==> src/rtl/player_position_updater_if.sv <==
// Controller-side handshake and pixel-write bus of the player position updater.
interface player_position_updater_if;
    logic       setleft;
    logic       setright;
    logic       setup;
    logic       setdown;
    logic       update_player;
    logic       doneUpdate_player;
    logic [7:0] x_pos;
    logic [6:0] y_pos;
    logic [7:0] vga_x;
    logic [6:0] vga_y;
    logic [2:0] vga_colour;
    logic       plot;
    logic       busy;

    modport master (
        output setleft, setright, setup, setdown, update_player,
        input  doneUpdate_player, x_pos, y_pos, vga_x, vga_y, vga_colour, plot, busy
    );

    modport slave (
        input  setleft, setright, setup, setdown, update_player,
        output doneUpdate_player, x_pos, y_pos, vga_x, vga_y, vga_colour, plot, busy
    );
endinterface

==> src/rtl/player_position_updater.sv <==
// Erases the 4x4 player sprite, applies one latched move with edge clamping,
// then redraws it; pixel writes stream out on the vga_* bus.
module player_position_updater #(
    parameter int unsigned SCREEN_W      = 160,
    parameter int unsigned SCREEN_H      = 120,
    parameter int unsigned SPRITE        = 4,
    parameter int unsigned STEP          = 1,
    parameter int unsigned START_X       = 78,
    parameter int unsigned START_Y       = 58,
    parameter logic [2:0]  PLAYER_COLOUR = 3'b111,
    parameter logic [2:0]  BG_COLOUR     = 3'b000
) (
    input  logic                     clk,
    input  logic                     reset_n,
    player_position_updater_if.slave bus
);

    typedef enum logic [2:0] {IDLE, ERASE, MOVE, DRAW, DONE} state_t;
    typedef enum logic [2:0] {DIR_NONE, DIR_LEFT, DIR_RIGHT, DIR_UP, DIR_DOWN} dir_t;

    // Clamp arithmetic runs one bit wider than the position registers.
    localparam logic [8:0] X_MAX  = 9'(SCREEN_W - SPRITE);
    localparam logic [7:0] Y_MAX  = 8'(SCREEN_H - SPRITE);
    localparam logic [8:0] STEP_X = 9'(STEP);
    localparam logic [7:0] STEP_Y = 8'(STEP);

    state_t     state, state_next;
    dir_t       dir, dir_next;
    logic [3:0] cnt, cnt_next;
    logic [7:0] x_pos, x_next;
    logic [6:0] y_pos, y_next;
    logic [8:0] x_wide, x_sum, x_diff;
    logic [7:0] y_wide, y_sum, y_diff;

    logic       plot, done, busy;
    logic [7:0] vga_x;
    logic [6:0] vga_y;
    logic [2:0] vga_colour;

    always_ff @(posedge clk) begin
        if (!reset_n) begin
            state <= IDLE;
            cnt   <= '0;
            dir   <= DIR_NONE;
            x_pos <= 8'(START_X);
            y_pos <= 7'(START_Y);
        end else begin
            state <= state_next;
            cnt   <= cnt_next;
            dir   <= dir_next;
            x_pos <= x_next;
            y_pos <= y_next;
        end
    end

    always_comb begin
        x_wide = {1'b0, x_pos};
        y_wide = {1'b0, y_pos};
        x_sum  = x_wide + STEP_X;
        y_sum  = y_wide + STEP_Y;
        x_diff = x_wide - STEP_X;
        y_diff = y_wide - STEP_Y;
    end

    // Outputs decode only registered state, so strobes never reach the pixel bus.
    always_comb begin
        state_next = state;
        dir_next   = dir;
        cnt_next   = '0;
        x_next     = x_pos;
        y_next     = y_pos;
        plot       = 1'b0;
        done       = 1'b0;
        busy       = 1'b1;
        vga_x      = '0;
        vga_y      = '0;
        vga_colour = '0;
        case (state)
            IDLE: begin
                busy = 1'b0;
                if (bus.setleft)       dir_next = DIR_LEFT;
                else if (bus.setright) dir_next = DIR_RIGHT;
                else if (bus.setup)    dir_next = DIR_UP;
                else if (bus.setdown)  dir_next = DIR_DOWN;
                if (bus.update_player) state_next = ERASE;
            end
            ERASE, DRAW: begin
                plot       = 1'b1;
                vga_x      = x_pos + {6'b0, cnt[1:0]};
                vga_y      = y_pos + {5'b0, cnt[3:2]};
                vga_colour = (state == ERASE) ? BG_COLOUR : PLAYER_COLOUR;
                cnt_next   = cnt + 4'd1;
                if (cnt == 4'd15) state_next = (state == ERASE) ? MOVE : DONE;
            end
            MOVE: begin
                dir_next   = DIR_NONE;
                state_next = DRAW;
                case (dir)
                    DIR_LEFT:  x_next = (x_wide >= STEP_X) ? x_diff[7:0] : '0;
                    DIR_RIGHT: x_next = (x_sum > X_MAX) ? X_MAX[7:0] : x_sum[7:0];
                    DIR_UP:    y_next = (y_wide >= STEP_Y) ? y_diff[6:0] : '0;
                    DIR_DOWN:  y_next = (y_sum > Y_MAX) ? Y_MAX[6:0] : y_sum[6:0];
                    default:   ;
                endcase
            end
            DONE: begin
                done       = 1'b1;
                state_next = IDLE;
            end
            default: state_next = IDLE;
        endcase
    end

    assign bus.plot              = plot;
    assign bus.doneUpdate_player = done;
    assign bus.busy              = busy;
    assign bus.vga_x             = vga_x;
    assign bus.vga_y             = vga_y;
    assign bus.vga_colour        = vga_colour;
    assign bus.x_pos             = x_pos;
    assign bus.y_pos             = y_pos;

endmodule

==> src/flat_wrapper.sv <==
// flat-port wrapper written by rule: the top's interface ports become plain ports
module player_position_updater_flat 
#(
    parameter int unsigned SCREEN_W      = 160,
    parameter int unsigned SCREEN_H      = 120,
    parameter int unsigned SPRITE        = 4,
    parameter int unsigned STEP          = 1,
    parameter int unsigned START_X       = 78,
    parameter int unsigned START_Y       = 58,
    parameter logic [2:0]  PLAYER_COLOUR = 3'b111,
    parameter logic [2:0]  BG_COLOUR     = 3'b000
)
  (clk, reset_n, bus_setleft, bus_setright, bus_setup, bus_setdown, bus_update_player, bus_doneUpdate_player, bus_x_pos, bus_y_pos, bus_vga_x, bus_vga_y, bus_vga_colour, bus_plot, bus_busy);
  player_position_updater_if bus_i ();
  input  logic clk;
  input  logic reset_n;
  input wire logic [$bits(bus_i.setleft)-1:0] bus_setleft;
  input wire logic [$bits(bus_i.setright)-1:0] bus_setright;
  input wire logic [$bits(bus_i.setup)-1:0] bus_setup;
  input wire logic [$bits(bus_i.setdown)-1:0] bus_setdown;
  input wire logic [$bits(bus_i.update_player)-1:0] bus_update_player;
  output wire logic [$bits(bus_i.doneUpdate_player)-1:0] bus_doneUpdate_player;
  output wire logic [$bits(bus_i.x_pos)-1:0] bus_x_pos;
  output wire logic [$bits(bus_i.y_pos)-1:0] bus_y_pos;
  output wire logic [$bits(bus_i.vga_x)-1:0] bus_vga_x;
  output wire logic [$bits(bus_i.vga_y)-1:0] bus_vga_y;
  output wire logic [$bits(bus_i.vga_colour)-1:0] bus_vga_colour;
  output wire logic [$bits(bus_i.plot)-1:0] bus_plot;
  output wire logic [$bits(bus_i.busy)-1:0] bus_busy;
  assign bus_i.setleft = bus_setleft;
  assign bus_i.setright = bus_setright;
  assign bus_i.setup = bus_setup;
  assign bus_i.setdown = bus_setdown;
  assign bus_i.update_player = bus_update_player;
  assign bus_doneUpdate_player = bus_i.doneUpdate_player;
  assign bus_x_pos = bus_i.x_pos;
  assign bus_y_pos = bus_i.y_pos;
  assign bus_vga_x = bus_i.vga_x;
  assign bus_vga_y = bus_i.vga_y;
  assign bus_vga_colour = bus_i.vga_colour;
  assign bus_plot = bus_i.plot;
  assign bus_busy = bus_i.busy;
  player_position_updater #(.SCREEN_W(SCREEN_W), .SCREEN_H(SCREEN_H), .SPRITE(SPRITE), .STEP(STEP), .START_X(START_X), .START_Y(START_Y), .PLAYER_COLOUR(PLAYER_COLOUR), .BG_COLOUR(BG_COLOUR)) u_core (.clk(clk), .reset_n(reset_n), .bus(bus_i));
endmodule
==> config.mk <==
export PLATFORM = sky130hd
export DESIGN_NAME = player_position_updater_flat
export DESIGN_NICKNAME = d
export VERILOG_FILES = /design/src/rtl/player_position_updater_if.sv /design/src/rtl/player_position_updater.sv /design/src/flat_wrapper.sv
export SDC_FILE = /design/constraint.sdc
export NUM_CORES = 1
export LEC_CHECK = 0
export BUFFER_PORTS_ARGS = -buffer_cell sky130_fd_sc_hd__buf_2
export CAP_MARGIN = 10
export CORE_ASPECT_RATIO = 1.75
export CORE_MARGIN = 2
export CORE_UTILIZATION = 60
export DETAILED_ROUTE_END_ITERATION = 7
export GPL_ROUTABILITY_DRIVEN = 0
export GPL_TIMING_DRIVEN = 0
export PLACE_DENSITY = 0.85
export SLEW_MARGIN = 20
export SYNTH_ARGS = -nofsm -noshare
export SYNTH_HDL_FRONTEND = slang
export SYNTH_SLANG_ARGS = --single-unit
==> constraint.sdc <==
create_clock -name clk -period 5.05 [get_ports clk]
set_input_delay 0.7575 -clock clk [delete_from_list [all_inputs] [get_ports clk]]
set_output_delay 0.7575 -clock clk [all_outputs]
set_load 0.1 [all_outputs]
==> results.json, run 1 <==
{
  "dr.first_iter.drc_count": 130,
  "ys.warnings.count": 0,
  "synth_nets": 331,
  "ctsHoldBuffers": 0,
  "cp.arrival_ps": 2370,
  "drv_cap": 0,
  "synth_ff_type": "dfxtp_1",
  "cp.required_ps": 4290,
  "tns_ps": 0,
  "diodes": 0,
  "synth_edf_count": 0,
  "final_common_cell": "buf_2",
  "cts.clk_slew.worst_paths_ps": 90,
  "synth_seq_cells": 25,
  "hold_depth": 1,
  "fill_cells": 352,
  "grt_pass1_vias": 2475,
  "async_flop_share_pct": 0,
  "numPortBuffers": 42,
  "hold_path_end": "u_core.cnt[0]$_SDFF_PN0_",
  "ir_worst_vdd_mv": 0.185,
  "syn_area_um2": 2270,
  "worst_slew_pin_slew_ps": 1000,
  "via_per_inst": 6.34,
  "htreeDepth": 1,
  "drt_wl_total_mm": 6.45,
  "hold_start": "u_core.cnt[0]$_SDFF_PN0_",
  "finalNonFillerCells": 403,
  "fin_ws_ps": 1920,
  "dp_cells": 399,
  "rows": 29,
  "wl_per_cell_um": 16.0,
  "clock_path_buffers": 2,
  "worstReg2RegStart": "u_core.bus.x_pos[0]$_SDFFE_PN0P_",
  "grt_usage_pct": 31.8,
  "seqCellArea_um2": 500,
  "cts_sinks": 25,
  "r2r-end": "u_core.bus.x_pos[3]$_SDFFE_PN1P_",
  "endpoint_kind": "output pin",
  "dp_slack_ps": 2180,
  "slew_headroom_pct": 33.2,
  "postCtsSetupBuffers": 0,
  "outcome": "completed",
  "p_per_area_nw_per_um2": 211,
  "vias": 2555,
  "worstSetupPathType": "register to output pin",
  "rsz0062_at_grt": "false",
  "place_hpwl_mm": 5.02,
  "avgSynthCellArea_um2": 7.29,
  "synth_seq_area_share_pct": 22.1,
  "finalSetupViolCount": 0,
  "ios": 43,
  "grt-ovfl-total": 0,
  "finalCriticalPeriod_ps": 3130,
  "drv_slew": 0,
  "final_cell_mix": "buf_2 (42), nand2_1 (37), nor2_1 (28)",
  "antenna_found_initial": 0,
  "reg2reg_depth": 9,
  "syn_to_final_growth_pct": 13.8,
  "drtAntennaViolNets": 0,
  "r2r_slack_ps": 2120,
  "period_share_pct": 62.0,
  "grt_start_max_net_pins": 14,
  "power_mw": 0.545,
  "clock_latency_ps": 270,
  "drc_errors": 0,
  "core-area_um2": 3630,
  "cts_buffers": 3,
  "initial_core_util_pct": 62.5,
  "dieArea_um2": 4310,
  "finalNetCount": 378,
  "fin_skew_ps": 5.46,
  "synth_cell_types": 57,
  "fmax_mhz": 319,
  "hold_viol": 0,
  "die_height_um": 85.3,
  "dr.pass1.iters": 4,
  "start_kind": "register",
  "grt_pass1_wl_mm": 10.9,
  "cts_tree": "built",
  "path_max_fanout": 10,
  "synthCells": 311,
  "hold_class": "register to register",
  "layout-drive-gt1-share_pct": 16.2,
  "die_w_um": 50.5,
  "cts-root-buf": "clkbuf_8",
  "leakage_nw": 1.01,
  "multiInputGateArea_um2": 1610,
  "ctsResizeCount": 0
}
## cell type report
type,count,share of cell area (%)
Timing Repair Buffer,42,8.14
Buffer,27,4.65
Multi-Input combinational cell,250,62.5
Inverter,9,1.31
Clock buffer,4,1.75
Sequential cell,25,19.4
Tap cell,46,2.23
## metal layers
metal | share of wire, % | global-route usage [%] | wire length [um]
met1 | 36 | 32.3 | 2300
met2 | 56 | 60.2 | 3620
met3 | 4.4 | 3.35 | 282
met4 | 3.8 | 18.4 | 246
met5 | 0 | 0 | 0
## cells in the mapped netlist (2+ instances only)
library cell	instances	area, um2
a21boi_0	3	22.5
a21o_1	2	15.0
a21oi_1	16	80.1
a311oi_1	3	26.3
a31oi_1	4	25.0
a32oi_1	2	17.5
and2_1	7	43.8
and3_1	3	18.8
buf_4	3	22.5
clkbuf_1	23	86.3
dfxtp_1	25	500
fa_1	2	40.0
ha_1	11	138
inv_1	9	33.8
mux2i_1	3	30.0
nand2_1	37	139
nand3_1	15	75.1
nand3b_1	2	15.0
nand4_1	6	37.5
nand4b_1	2	17.5
nor2_1	28	105
nor2b_1	4	25.0
nor3_1	7	35.0
nor3_2	2	20.0
nor3b_1	4	30.0
nor4_1	2	12.5
o211ai_1	6	45.0
o21a_1	3	22.5
o21ai_0	24	120
o221ai_1	3	26.3
o22ai_1	2	12.5
o2bb2ai_1	2	17.5
o32a_1	2	20.0
o41ai_1	2	17.5
or3_1	6	37.5
or3b_2	2	17.5
or4_1	3	22.5
xnor2_1	6	52.6
xor2_1	7	61.3
## state kept, by name (all words and copies together), names as in the netlist
| register | count |
|---|---|
| u_core.bus.x_pos | 8 |
| u_core.bus.y_pos | 7 |
| u_core.cnt | 4 |
| u_core.dir | 3 |
| u_core.state | 3 |
## critical path, cell delays in order (launching register included)
cell and delay, ps:
dfxtp_1 370, clkbuf_1 380, nand3_1 240, nor2_1 300, nand2_1 110, xor2_1 150
nor2_1 110, buf_2 440
## worst max-delay path by stage
stage / slack (ps) / from / cells after the start / to
after detailed placement: 2180 / u_core.bus.x_pos[0]$_SDFFE_PN0P_ / 9 / u_core.bus.x_pos[3]$_SDFFE_PN1P_
after global routing: 1810 / u_core.bus.y_pos[3]$_SDFFE_PN1P_ / 7 / bus_vga_y[6]
after global placement: 2200 / u_core.bus.x_pos[0]$_SDFFE_PN0P_ / 9 / u_core.bus.x_pos[3]$_SDFFE_PN1P_
after floorplan: 830 / u_core.bus.x_pos[2]$_SDFFE_PN1P_ / 5 / bus_vga_x[7]
after CTS: 1950 / u_core.bus.y_pos[3]$_SDFFE_PN1P_ / 7 / bus_vga_y[6]
final: 1920 / u_core.bus.y_pos[3]$_SDFFE_PN1P_ / 7 / bus_vga_y[6]
## where the power goes
group          internal, mW  total [mW]  switching (mW)
combinational        0.0417       0.208           0.166
sequential            0.204       0.214          0.0102
clock                0.0565       0.122          0.0658
total                 0.302       0.545           0.242
## per-stage QoR
stage	hold WS (ps)	utilization [%]	cell area [um2]
2_1_floorplan	433	-	2270
3_3_place_gp	448	69.9	2540
3_5_place_dp	456	69.9	2540
4_1_cts	475	71.1	2580
5_1_grt	497	71.1	2580
6_report	473	71.1	2580
## logic make-up after synthesis
kind of cell,Yosys count,share of synthesized area [%]
AOI/OAI and AO/OA,84,25.4
xor gates and xnor gates,13,5.02
adders and majority gates,13,7.83
buffers and inverters,36,6.78
DFF,25,22.1
muxes,4,1.82
and+or+nand+nor,136,31.1
Note: power is estimated with default switching activity, not from simulation.
==> run 2: changes to the inputs <==
--- a/config.mk
+++ b/config.mk
@@ -9,11 +9,11 @@
 export CAP_MARGIN = 10
 export CORE_ASPECT_RATIO = 1.75
 export CORE_MARGIN = 2
-export CORE_UTILIZATION = 60
+export CORE_UTILIZATION = 51
 export DETAILED_ROUTE_END_ITERATION = 7
 export GPL_ROUTABILITY_DRIVEN = 0
 export GPL_TIMING_DRIVEN = 0
-export PLACE_DENSITY = 0.85
+export PLACE_DENSITY = 0.77
 export SLEW_MARGIN = 20
 export SYNTH_ARGS = -nofsm -noshare
 export SYNTH_HDL_FRONTEND = slang
==> constraint.sdc (replaced) <==
create_clock -name clk -period 2.7 [get_ports clk]
set_input_delay 0.405 -clock clk [delete_from_list [all_inputs] [get_ports clk]]
set_output_delay 0.405 -clock clk [all_outputs]
set_load 0.1 [all_outputs]
==> results.json, run 2 (synthesis results as in run 1) <==
{
  "vias": 2502,
  "period_share_pct": 94.4,
  "rsz0062_at_grt": "false",
  "hold_class": "input port to register",
  "leakage_nw": 1.01,
  "ir_worst_vdd_mv": 0.352,
  "r2r_slack_ps": 250,
  "power_mw": 1.04,
  "hold_start": "bus_setdown",
  "start_kind": "register",
  "cts_sinks": 25,
  "drc_errors": 0,
  "wl_per_cell_um": 15.7,
  "drv_slew": 0,
  "clock_latency_ps": 270,
  "placed_cell_area_um2": 2630,
  "dr.pass1.iters": 5,
  "hold_depth": 3,
  "cp.arrival_ps": 2140,
  "grt-ovfl-total": 0,
  "grt_pass1_wl_mm": 10.7,
  "outcome": "completed",
  "hold_viol": 0,
  "htreeDepth": 1,
  "fin_skew_ps": 3.70,
  "ios": 43,
  "design_area_um2": 2680,
  "slew_headroom_pct": 30.5,
  "drt_wl_total_mm": 6.36,
  "place_hpwl_mm": 5.03,
  "grt_usage_pct": 27.9,
  "grt_start_max_net_pins": 14,
  "regMostFlops": "u_core.bus.x_pos",
  "reg2reg_depth": 8,
  "r2r-end": "u_core.bus.x_pos[3]$_SDFFE_PN1P_",
  "numPortBuffers": 42,
  "cts_tree": "built",
  "final_cell_mix": "buf_2 (39), nand2_1 (37), o21ai_0 (24)",
  "initial_core_util_pct": 52.5,
  "hold_ws_ps": 405,
  "antenna_found_initial": 0,
  "finalNetCount": 374,
  "rows": 32,
  "endpoint_kind": "output pin",
  "syn_to_final_growth_pct": 18.1,
  "core-area_um2": 4320,
  "drtAntennaViolNets": 0,
  "worstSetupPathType": "register to output pin",
  "fill_cells": 424,
  "grt_pass1_vias": 2446,
  "worst_slew_pin_slew_ps": 1040,
  "diodes": 0,
  "p_per_area_nw_per_um2": 387,
  "via_per_inst": 6.19,
  "die_w_um": 54.4,
  "top_regs": "u_core.bus.x_pos (8), u_core.bus.y_pos (7), u_core.cnt (4)",
  "ctsHoldBuffers": 0,
  "die_height_um": 92.2,
  "finalCriticalPeriod_ps": 2550,
  "path_max_fanout": 10,
  "dieArea_um2": 5020,
  "layout-drive-gt1-share_pct": 23.5,
  "hold_path_end": "u_core.dir[2]$_SDFFE_PN0P_",
  "worstReg2RegStart": "u_core.bus.x_pos[1]$_SDFFE_PN1P_",
  "drv_cap": 0,
  "finalSetupViolCount": 0,
  "dp_cells": 404,
  "finalNonFillerCells": 404,
  "clock_path_buffers": 2,
  "tns_ps": 0,
  "cts_buffers": 3,
  "cts.clk_slew.worst_paths_ps": 90,
  "cts-root-buf": "clkbuf_8",
  "cp.required_ps": 2300,
  "fmax_mhz": 392,
  "final_common_cell": "buf_2",
  "largest_reg_flops": 8,
  "dr.first_iter.drc_count": 96
}
## run 2: area by class of cell
cell class,count,area [um2],share of cell area [%]
Buffer,22,101,3.78
Tap cell,51,63.8,2.38
Inverter,9,33.8,1.26
Clock buffer,4,45.0,1.68
Sequential cell,25,515,19.2
Timing Repair Buffer,43,225,8.40
Multi-Input combinational cell,250,1700,63.3
## run 2: what timing repair did
action                                  in CTS  in global routing
gates resized for setup                      3                  1
buffers inserted                             1                  0
pin swaps                                    1                  0
endpoints found under the setup margin       4                  8
## run 2: through the flow
| step | setup WS [ps] | util, % |
|---|---|---|
| finish | 150 | 62.0 |
| global route | 15.4 | 62.0 |
| CTS | 5.41 | 62.4 |
| detailed placement | -142 | 60.9 |
| global placement | -117 | 60.9 |
| floorplan | -115 | - |
## run 2: worst max path at each step
stage | slack [ps] | endpoint | startpoint
6_report | 150 | bus_vga_x[4] | u_core.state[2]$_SDFFE_PN0P_
5_1_grt | 20 | bus_vga_x[7] | u_core.bus.x_pos[4]$_SDFFE_PN0P_
4_1_cts | 5 | bus_vga_y[6] | u_core.bus.y_pos[3]$_SDFFE_PN1P_
3_5_place_dp | -140 | u_core.bus.x_pos[3]$_SDFFE_PN1P_ | u_core.bus.x_pos[0]$_SDFFE_PN0P_
3_3_place_gp | -120 | u_core.bus.x_pos[3]$_SDFFE_PN1P_ | u_core.bus.x_pos[0]$_SDFFE_PN0P_
2_1_floorplan | -120 | bus_vga_x[7] | u_core.bus.x_pos[6]$_SDFFE_PN1P_
## run 2: routing by layer
layer	routed length, um	track usage (%)	vias up
met5	0	0	-
met4	282	16.3	0
met3	260	2.93	23
met2	3510	49.8	93
met1	2310	29.1	1170
li1	-	-	1216
## run 2: critical path: stages (launching register included)
cell	delay, ps
dfxtp_1	420
nand2b_1	310
clkbuf_1	750
nor2_2	70
buf_2	320
## run 2: power breakdown
| part | leakage (nW) | switching [mW] | internal, mW |
|---|---|---|---|
| sequential | 0.202 | 0.0216 | 0.382 |
| combinational | 0.785 | 0.317 | 0.0851 |
| clock | 0.0228 | 0.127 | 0.106 |
| total | 1.01 | 0.466 | 0.572 |
